==> src/rtl/ls194_pkg.sv <==
// ls194_pkg: mode, op-code and state encodings shared by the ls74194 chain sequencer
package ls194_pkg;
  localparam logic [1:0] S_HOLD = 2'b00;
  localparam logic [1:0] S_SHR  = 2'b01;
  localparam logic [1:0] S_SHL  = 2'b10;
  localparam logic [1:0] S_LOAD = 2'b11;
  localparam logic [2:0] OP_NOP  = 3'b000;
  localparam logic [2:0] OP_LOAD = 3'b001;
  localparam logic [2:0] OP_SHL  = 3'b010;
  localparam logic [2:0] OP_SHR  = 3'b011;
  localparam logic [2:0] OP_ROL  = 3'b100;
  localparam logic [2:0] OP_ROR  = 3'b101;
  localparam logic [2:0] OP_ASR  = 3'b110;
  localparam logic [2:0] OP_RSVD = 3'b111;
  typedef enum logic [1:0] {ST_IDLE, ST_LOAD, ST_SHIFT, ST_DONE} state_t;
endpackage

==> src/rtl/ls194_shift_ctrl.sv <==
// ls194_shift_ctrl: sequences one load/shift/rotate request onto a cascaded ls74194 chain
module ls194_shift_ctrl
  import ls194_pkg::*;
#(
  parameter int WIDTH = 8,
  parameter int CNT_W = $clog2(WIDTH) + 1
) (
  input  logic             clk,
  input  logic             clear_n,
  input  logic             start,
  input  logic [2:0]       op,
  input  logic [CNT_W-1:0] amount,
  input  logic             q_msb,
  input  logic             q_lsb,
  output logic [1:0]       s,
  output logic             sil,
  output logic             sir,
  output logic             busy,
  output logic             done
);
  state_t           state_q, state_d;
  logic [2:0]       op_q, op_d;
  logic [CNT_W-1:0] cnt_q, cnt_d;
  logic             shifting, is_shift_op;
  assign is_shift_op = (op >= OP_SHL) && (op <= OP_ASR);
  always_comb begin
    state_d = state_q;
    op_d    = op_q;
    cnt_d   = cnt_q;
    unique case (state_q)
      ST_IDLE: begin
        if (start) begin
          if (op == OP_LOAD) state_d = ST_LOAD;
          else if (is_shift_op && amount != '0) begin
            state_d = ST_SHIFT;
            op_d    = op;
            cnt_d   = amount;
          end else state_d = ST_DONE;
        end
      end
      ST_LOAD: state_d = ST_DONE;
      ST_SHIFT: begin
        cnt_d   = cnt_q - 1'b1;
        state_d = (cnt_q == CNT_W'(1)) ? ST_DONE : ST_SHIFT;
      end
      ST_DONE: state_d = ST_IDLE;
      default: state_d = ST_IDLE;
    endcase
  end
  always_ff @(posedge clk or negedge clear_n) begin
    if (!clear_n) begin
      state_q <= ST_IDLE;
      op_q    <= OP_NOP;
      cnt_q   <= '0;
    end else begin
      state_q <= state_d;
      op_q    <= op_d;
      cnt_q   <= cnt_d;
    end
  end
  // outputs decode only from registered state so start never reaches them combinationally
  assign shifting = state_q == ST_SHIFT;
  assign s = (state_q == ST_LOAD) ? S_LOAD
           : !shifting ? S_HOLD
           : (op_q == OP_SHL || op_q == OP_ROL) ? S_SHL : S_SHR;
  assign sil  = shifting && op_q == OP_ROL && q_msb;
  assign sir  = shifting && ((op_q == OP_ROR && q_lsb) || (op_q == OP_ASR && q_msb));
  assign busy = state_q != ST_IDLE;
  assign done = state_q == ST_DONE;
endmodule

==> config.mk <==
export PLATFORM = sky130hd
export DESIGN_NAME = ls194_shift_ctrl
export DESIGN_NICKNAME = d
export VERILOG_FILES = /design/src/rtl/ls194_pkg.sv /design/src/rtl/ls194_shift_ctrl.sv
export SDC_FILE = /design/constraint.sdc
export NUM_CORES = 1
export LEC_CHECK = 0
export CAP_MARGIN = 20
export CORE_UTILIZATION = 47
export CTS_CLUSTER_DIAMETER = 150
export DETAILED_ROUTE_END_ITERATION = 16
export HOLD_SLACK_MARGIN = 0.05
export PLACE_DENSITY_LB_ADDON = 0.3
export SLEW_MARGIN = 5
export SYNTH_ARGS = -nofsm -noshare
export SYNTH_HDL_FRONTEND = slang
export SYNTH_SLANG_ARGS = --single-unit
==> constraint.sdc <==
create_clock -name clk -period 2.1 [get_ports clk]
set_input_delay 0.42 -clock clk [delete_from_list [all_inputs] [get_ports clk]]
set_output_delay 0.42 -clock clk [all_outputs]
set_load 0.01 [all_outputs]
==> results of run 1 <==
## synth_stat cells
master | n | area (µm²)
and3_4 | 1 | 11.3
nor2_1 | 7 | 26.3
nor3_1 | 4 | 20.0
o21bai_1 | 1 | 7.51
nand3_1 | 1 | 5.00
nor3_2 | 1 | 10.0
xnor2_1 | 1 | 8.76
dfrtp_1 | 9 | 225
nand3b_1 | 3 | 22.5
o22ai_1 | 1 | 6.26
a21oi_1 | 3 | 15.0
o211a_1 | 1 | 10.0
o41ai_1 | 1 | 8.76
o221a_1 | 1 | 11.3
nor4b_1 | 1 | 8.76
a21o_1 | 2 | 15.0
and4_4 | 1 | 11.3
o21ai_0 | 2 | 10.0
o21ai_2 | 1 | 8.76
nand4_1 | 1 | 6.26
nand2_2 | 1 | 6.26
a311oi_1 | 2 | 17.5
nand2_1 | 2 | 7.51
a32o_1 | 1 | 10.0
mux2_1 | 3 | 33.8
ha_1 | 6 | 75.1
o31ai_1 | 1 | 7.51
o31ai_4 | 1 | 21.3
nor4_1 | 1 | 6.26
inv_2 | 1 | 3.75
nand2b_1 | 3 | 18.8
inv_1 | 5 | 18.8
buf_4 | 1 | 7.51
clkbuf_1 | 1 | 3.75
a31oi_1 | 1 | 6.26
nor4_4 | 1 | 21.3
or3_1 | 2 | 12.5
## worst paths after layout
path,end,cells after the start
max in group asynchronous,state_q[0],1
min in group clk,op_q[2],1
worst min-delay path,cnt_q[0],1
worst max register to register,cnt_q[3],6
worst min register to register,op_q[2],1
worst max-delay path,busy,4
## layer usage
metal / track usage / vias to the layer above / routed length (µm)
met4: 0.145 / 0 / 35
met3: 0.0479 / 5 / 48
met5: 0 / - / 0
li1: - / 332 / -
met1: 0.282 / 311 / 780
met2: 0.379 / 16 / 821
## cell families (layout without fill, tap and decap cells)
family | Yosys count | after routing | synth area share
xor+xnor | 1 | 1 | 0.0121
buf+inv | 8 | 32 | 0.0465
compound gates | 19 | 19 | 0.214
flops | 9 | 9 | 0.310
simple gates | 30 | 30 | 0.267
mux | 3 | 3 | 0.0465
fa+ha+maj | 6 | 6 | 0.103
## sequential cells by signal, indices dropped and copies added (netlist names)
name	count
cnt_q	4
op_q	3
state_q	2
## power groups by stage
stage	Combinational, W	Clock [W]	Sequential, W
finish	0.000776	0.000136	0.000370
global route	0.000878	0.000155	0.000380
CTS	0.000777	0.000140	0.000365
detailed placement	0.000789	0	0.000368
global placement	0.000754	0	0.000357
floorplan	0.000514	0	0.000347
## critical path, cell delays in order, from the launching register on
cell and delay [ps]:
dfrtp_1 380, inv_1 80, ha_1 210, inv_2 80, clkdlybuf4s50_1 530
## through the flow
stage | cells | setup WS, ps
2_1_floorplan | 76 | 151
3_3_place_gp | 111 | -5.67
3_5_place_dp | 111 | -23.0
4_1_cts | 115 | 106
5_1_grt | 115 | -13.0
6_report | 115 | 127
## what timing repair did
item | CTS | global route
gates resized for setup | 6 | 2
hold buffers | 0 | 0
setup endpoints to repair | 4 | 2
cloned | 0 | 0
## layout make-up
| class | count | area (µm²) |
|---|---|---|
| multi-input combinational | 59 | 475 |
| timing repair buffer | 22 | 208 |
| clock buffer | 4 | 26.3 |
| inverter | 6 | 22.5 |
| sequential | 9 | 225 |
| fill | 114 | 390 |
| tap | 15 | 18.8 |
==> flow_metrics.tcl, run 1 <==
set metrics [dict create \
    status "complete, no violations" \
    finalHoldViolations 0 \
    io_buffers 17 \
    cts_buffers 3 \
    slew_viol_final 0 \
    synth_warnings 0 \
    power_w 0.00128 \
    cts.clk_slew.worst_paths_ps 60 \
    viasPerCell 5.77 \
    start_kind "flop" \
    gp_congestion 0.835 \
    core_um2 1370 \
    syn_nets 94 \
    p_sw_w 0.000551 \
    power_density_nw_per_um2 1310 \
    cp_max_fo 4 \
    drt_wl_total_um 1690 \
    cts_root_buf "clkbuf_4" \
    p_leak_nw 0.420 \
    r2r_slack_ps 440 \
    grt_max_degree 15 \
    die_area_um2 1710 \
    fp.dieW_um 41.3 \
    drc 0 \
    layout-drive-gt1-share 0.180 \
    ant_nets 0 \
    finalCritPeriodShare 0.939 \
    hold_class "primary input to asynchronous set/reset pin" \
    switching_share 0.430 \
    ys_ff_latch 9 \
    grt_first_pass_wirelength_um 2390 \
    max_freq_mhz 507 \
    areaGrowthSynthToFinish_pct 34.5 \
    grt_pass1_vias 557 \
    synth_cell_type_count 37 \
    relSlewSlack 0.726 \
    finish.utilization 0.714 \
    skew_ps 0.997 \
    netlist_instances 76 \
    syn_avg_cell_area_um2 9.55 \
    dp_hpwl_um 1340 \
    antenna_found_initial 0 \
    whs_ps 452 \
    postCtsSetupBuffers 0 \
    htree_levels 1 \
    crit_path_end_kind "output pin" \
    seq_area_frac_synth 0.310 \
    syn_area_um2 726 \
    drt_iter0_drc 14 \
    drt-pass1-iter-count 4 \
    num_rows 13 \
    combPwrFrac 0.605 \
    irDropWorstVdd_uv 830 \
    worstPathArrival_ps 1550 \
    antenna_cells 0 \
    die-height_um 41.3 \
    place_area_um2 941 \
    clockPowerShare 0.106 \
    grt_overflow 0 \
    initial_utilization 0.531 \
    cap_violations 0 \
    cts_tree "built" \
    layout_common_cells "clkdlybuf4s50_1 (13), dfrtp_1 (9), nor2_1 (7)" \
    worstMarginPinSlew_ps 410 \
    wire_per_inst_um 14.7 \
    min_period_ps 1970 \
    setup_viol 0 \
    crit_start "state_q[1]" \
    ios 18 \
    timing.setup.tns_ps 0 \
    final_common_cell "clkdlybuf4s50_1" \
    worst-setup-path-type "flop to output pin" \
    clock-sinks 9 \
    final_cell_area_um2 976 \
    rr_startpoint "state_q[0]" \
    nets 119 \
    required_ps 1680 \
    via_count 664 \
    clk_latency_ps 260 \
    track_usage 0.234 \
    p_int_w 0.000732 \
    p_seq_frac 0.289 \
    clock_path_buffers 2 \
]
Note: power is estimated with default switching activity, not from simulation.
==> run 2: changes to the inputs <==
Settings changed: CORE_UTILIZATION 47 to 55, DONT_BUFFER_PORTS set to 1.
Clock period 2.1 ns to 2.3 ns, I/O delays scaled along.
==> run 2 against run 1 <==
Critical path depth increased by 1. Global-route usage shrank 1.6 points. Via count is 11% lower. Sequential power decreased by 9.5%. Clock power down 10%. Clock skew is 0.59 ps higher. Largest cell class unchanged. Final area fell by 19%.
==> flow_metrics.tcl, run 2 (synthesized netlist as in run 1, its figures left out) <==
set metrics [dict create \
    status "complete, no violations" \
    grt.met2_usage 0.356 \
    initial_utilization 0.620 \
    cts_tree "built" \
    drc 0 \
    crit_chain "inv_1, ha_1, nand2_1, nor4b_1, buf_4" \
    grt_first_pass_wirelength_um 2110 \
    critPathMaxStageDelay_ps 410 \
    power_density_nw_per_um2 1300 \
    required_ps 1840 \
    switching_share 0.445 \
    whs_ps 331 \
    min_to "op_q[2]" \
    grt_pass1_vias 507 \
    cp_slowest_cell "dfrtp_1" \
    grt_overflow 0 \
    gp_congestion 0.772 \
    postCtsSetupBuffers 0 \
    clk_latency_ps 260 \
    largest_reg_flops 4 \
    timing.setup.tns_ps 0 \
    slew_viol_final 0 \
    track_usage 0.217 \
    place_area_um2 754 \
    worstRegToRegCells 6 \
    final_common_cell "dfrtp_1" \
    p_int_w 0.000571 \
    clock-sinks 9 \
    drt-pass1-iter-count 4 \
    r2r_slack_ps 580 \
    io_buffers 0 \
    nets 101 \
    worstMarginPinSlew_ps 414 \
    num_rows 12 \
    place_inst 91 \
    finalCritPeriodShare 0.841 \
    finalHoldViolations 0 \
    p_seq_frac 0.325 \
    antenna_cells 0 \
    p_leak_nw 0.339 \
    hold_class "primary input to flop" \
    top_regs "cnt_q: 4 flops, op_q: 3 flops, state_q: 2 flops" \
    skew_ps 1.59 \
    ant_nets 0 \
    clock_path_buffers 2 \
    drt_wl_total_um 1400 \
    setup_viol 0 \
    cp_max_fo 4 \
    wire_per_inst_um 14.6 \
    p_sw_w 0.000458 \
    die-height_um 38.3 \
    dp_hpwl_um 1150 \
    combPwrFrac 0.556 \
    min_period_ps 1940 \
    core_um2 1170 \
    fp.dieW_um 38.3 \
    viasPerCell 6.13 \
    die_area_um2 1470 \
    cts_resized 0 \
    rr_startpoint "state_q[0]" \
    worst-setup-path-type "flop to output pin" \
    rsz0062_at_grt "false" \
    worstHoldStart "op[2]" \
    antenna_found_initial 0 \
    via_count 588 \
    worstPathArrival_ps 1480 \
    grt_max_degree 15 \
    regMostFlops "cnt_q" \
    htree_levels 1 \
    worstHoldPathCells 1 \
    met1_usage 0.259 \
    busiest_layer "met2" \
    layout-drive-gt1-share 0.183 \
    cts_buffers 3 \
    stdcell_count 96 \
    areaGrowthSynthToFinish_pct 9.14 \
    crit_path_end_kind "output pin" \
    cts.clk_slew.worst_paths_ps 60 \
    final_cell_area_um2 792 \
    drt_iter0_drc 12 \
    ios 18 \
    max_freq_mhz 517 \
    irDropWorstVdd_uv 723 \
    relSlewSlack 0.723 \
    cap_violations 0 \
    cts_root_buf "clkbuf_4" \
    clockPowerShare 0.119 \
    rr_endpoint "cnt_q[3]" \
    use_met3 0.0581 \
    layout_common_cells "dfrtp_1 (9), nor2_1 (7), ha_1 (6)" \
    start_kind "flop" \
]
## run 2: worst max path at each step
stage                          start        to  slack, ps  cells after the start
final                     state_q[0]       sil        360                      5
after global routing      state_q[0]       sil        240                      5
after CTS                 state_q[0]       sil        350                      5
after detailed placement  state_q[0]  cnt_q[3]        570                      6
after global placement    state_q[0]  cnt_q[3]        650                      6
after floorplan           state_q[0]       sil        310                      5
## run 2: stage by stage
stage | total power, W | utilization | setup WS (ps)
floorplan | 0.000786 | - | 311
global placement | 0.000888 | 0.644 | 649
detailed placement | 0.000906 | 0.644 | 573
CTS | 0.00104 | 0.676 | 349
global route | 0.00112 | 0.676 | 241
finish | 0.00103 | 0.676 | 365
## run 2: layout make-up
class	instances	area (µm²)
clock buffer	3	22.5
clock inverter	1	5.00
fill	100	379
inverter	6	22.5
multi-input combinational	59	467
sequential	9	225
tap	14	17.5
timing repair buffer	4	32.5
## run 2: repair_timing
action / 4_1_cts / 5_1_grt
hold endpoints to repair: 9 / 0
hold buffers: 1 / 0
endpoints found under the setup margin: 0 / 0
## run 2: routing by layer
layer / share of wire / wire, µm / vias up
met5: 0 / 0 / -
met4: 0.010 / 14 / 0
met3: 0.056 / 79 / 3
met2: 0.48 / 665 / 17
met1: 0.46 / 640 / 270
li1: - / - / 298
## run 2: power by group through the flow
stage | sequential, W | clock (W) | combinational [W]
after global placement | 0.000333 | 0 | 0.000555
after global routing | 0.000350 | 0.000137 | 0.000630
after floorplan | 0.000317 | 0 | 0.000469
final | 0.000335 | 0.000122 | 0.000572
after detailed placement | 0.000337 | 0 | 0.000569
after CTS | 0.000334 | 0.000126 | 0.000576
## run 2: worst max-delay path, delay by kind of cell (launching register included)
family / cells / cell delay [ps]
adders and majority gates: 1 / 180
buffers and inverters: 2 / 260
DFF: 1 / 410
and+or+nand+nor: 2 / 360
==> run 3: changes to the inputs <==
Settings changed: CORE_UTILIZATION 55 to 54.
Clock period 2.3 ns to 1.7 ns, I/O delays scaled along.
==> run 3 against run 2 <==
Combinational power grew 52%. Die area rose by 1.8%. Hold slack got worse by 130 ps. Via count is 4.9% higher. Sequential share of layout area is 1.4 points lower. Final area up 5.7%. Sequential cell count unchanged. Non-clock buffer count rose by 2. Clock skew up 5.0 ps. Register-to-register slack lost 530 ps. Critical endpoint unchanged. Largest power group unchanged.
==> flow_metrics.tcl, run 3 (synthesized netlist as in run 1, its figures left out) <==
set metrics [dict create \
    cts_buffers 3 \
    power_w 0.00152 \
    clock-sinks 9 \
    irDropWorstVdd_uv 834 \
    cap_violations 0 \
    setup_viol 0 \
    max_freq_mhz 602 \
    die_area_um2 1490 \
    dp_hpwl_um 1150 \
    regMostFlops "cnt_q" \
    grt_overflow 0 \
    areaGrowthSynthToFinish_pct 15.3 \
    fillers 88 \
    crit_path_end_kind "output pin" \
    core_um2 1170 \
    layout-drive-gt1-share 0.250 \
    cts_root_buf "clkbuf_4" \
    nets 103 \
    seq_area_um2 226 \
    clk_latency_ps 270 \
    layout_common_cells "dfrtp_1 (8), nor2_1 (7), ha_1 (5), buf_4 (5)" \
    viasPerCell 6.30 \
    final_common_cell "dfrtp_1" \
    drt-pass1-iter-count 4 \
    drt_wl_total_um 1570 \
    grt_first_pass_wirelength_um 2390 \
    die-height_um 38.7 \
    largest_reg_flops 4 \
    ios 18 \
    finalCritPeriodShare 0.976 \
    cp_max_fo 4 \
    worst-setup-path-type "flop to output pin" \
    drt_iter0_drc 6 \
    io_buffers 0 \
    worstMarginPinSlew_ps 435 \
    hold_class "primary input to flop" \
    cts.clk_slew.worst_paths_ps 60 \
    relSlewSlack 0.709 \
    place_inst 90 \
    p_leak_nw 0.352 \
    start_kind "flop" \
    timing.setup.tns_ps 0 \
    initial_utilization 0.620 \
    clock_path_buffers 2 \
    grt_max_degree 12 \
    multiInputGateArea_um2 497 \
    wire_per_inst_um 16.1 \
    rsz0062_at_grt "false" \
    track_usage 0.253 \
    stdcell_count 98 \
    top_regs "cnt_q: 4 flops, op_q: 3 flops, state_q: 2 flops" \
    ant_nets 0 \
    status "complete, no violations" \
    power_density_nw_per_um2 1820 \
    fp.dieW_um 38.7 \
    min_period_ps 1660 \
    gp_congestion 0.820 \
    finalHoldViolations 0 \
    finish.utilization 0.715 \
    worstPathArrival_ps 1320 \
    htree_levels 1 \
    skew_ps 6.60 \
    via_count 617 \
    drc 0 \
    antenna_found_initial 0 \
    cts_tree "built" \
    num_rows 12 \
    slew_viol_final 0 \
    antenna_cells 0 \
    required_ps 1360 \
    grt_pass1_vias 512 \
]
==> run 3: cell type report <==
cell class | count | share of cell area
tap | 14 | 0.0209
multi-input combinational | 59 | 0.593
inverter | 6 | 0.0269
clock buffer | 4 | 0.0314
sequential | 9 | 0.271
timing repair buffer | 6 | 0.0568
==> run 3: power breakdown <==
| part | internal [W] | total, W | switching, W |
|---|---|---|---|
| registers | 0.000330 | 0.000478 | 0.000147 |
| clock network | 0.0000909 | 0.000178 | 0.0000870 |
| logic | 0.000421 | 0.000869 | 0.000447 |
==> run 3: stage by stage <==
step           setup slack, ps  hold slack (ps)  area, µm²
2_1_floorplan             48.8             44.4        733
5_1_grt                   2.85              216        837
3_5_place_dp              84.3             44.6        753
6_report                  40.1              201        837
4_1_cts                   21.5              203        811
3_3_place_gp               123             44.6        753
==> run 3: timing repair <==
action | CTS | global route
setup buffers | 0 | 3
hold endpoints to repair | 9 | 0
endpoints found under the setup margin | 2 | 2
hold buffers | 1 | 0
resized for setup | 4 | 2
pin swaps | 1 | 1
==> run 3: critical path, cell delays in order, from the launching register on <==
cell     delay [ps]
dfrtp_2         420
inv_2            90
ha_4            160
nand2_2          70
nor4b_4         310
==> run 3: final timing paths <==
check                                start          to  slack (ps)  cells after the start
worst min register to register     op_q[2]     op_q[2]         570                      1
worst max-delay path            state_q[0]         sil          40                      4
max in group asynchronous          clear_n  state_q[0]         930                      1
worst min-delay path                 op[1]     op_q[1]         200                      1
min in group asynchronous          clear_n    cnt_q[1]         440                      1
worst max register to register  state_q[1]    cnt_q[3]          50                      6
==> run 3: layer usage <==
layer	vias up	track usage	share of wire
li1	307	-	-
met1	287	0.318	0.46
met2	17	0.367	0.46
met3	6	0.0694	0.052
met4	0	0.181	0.031
met5	-	0	0
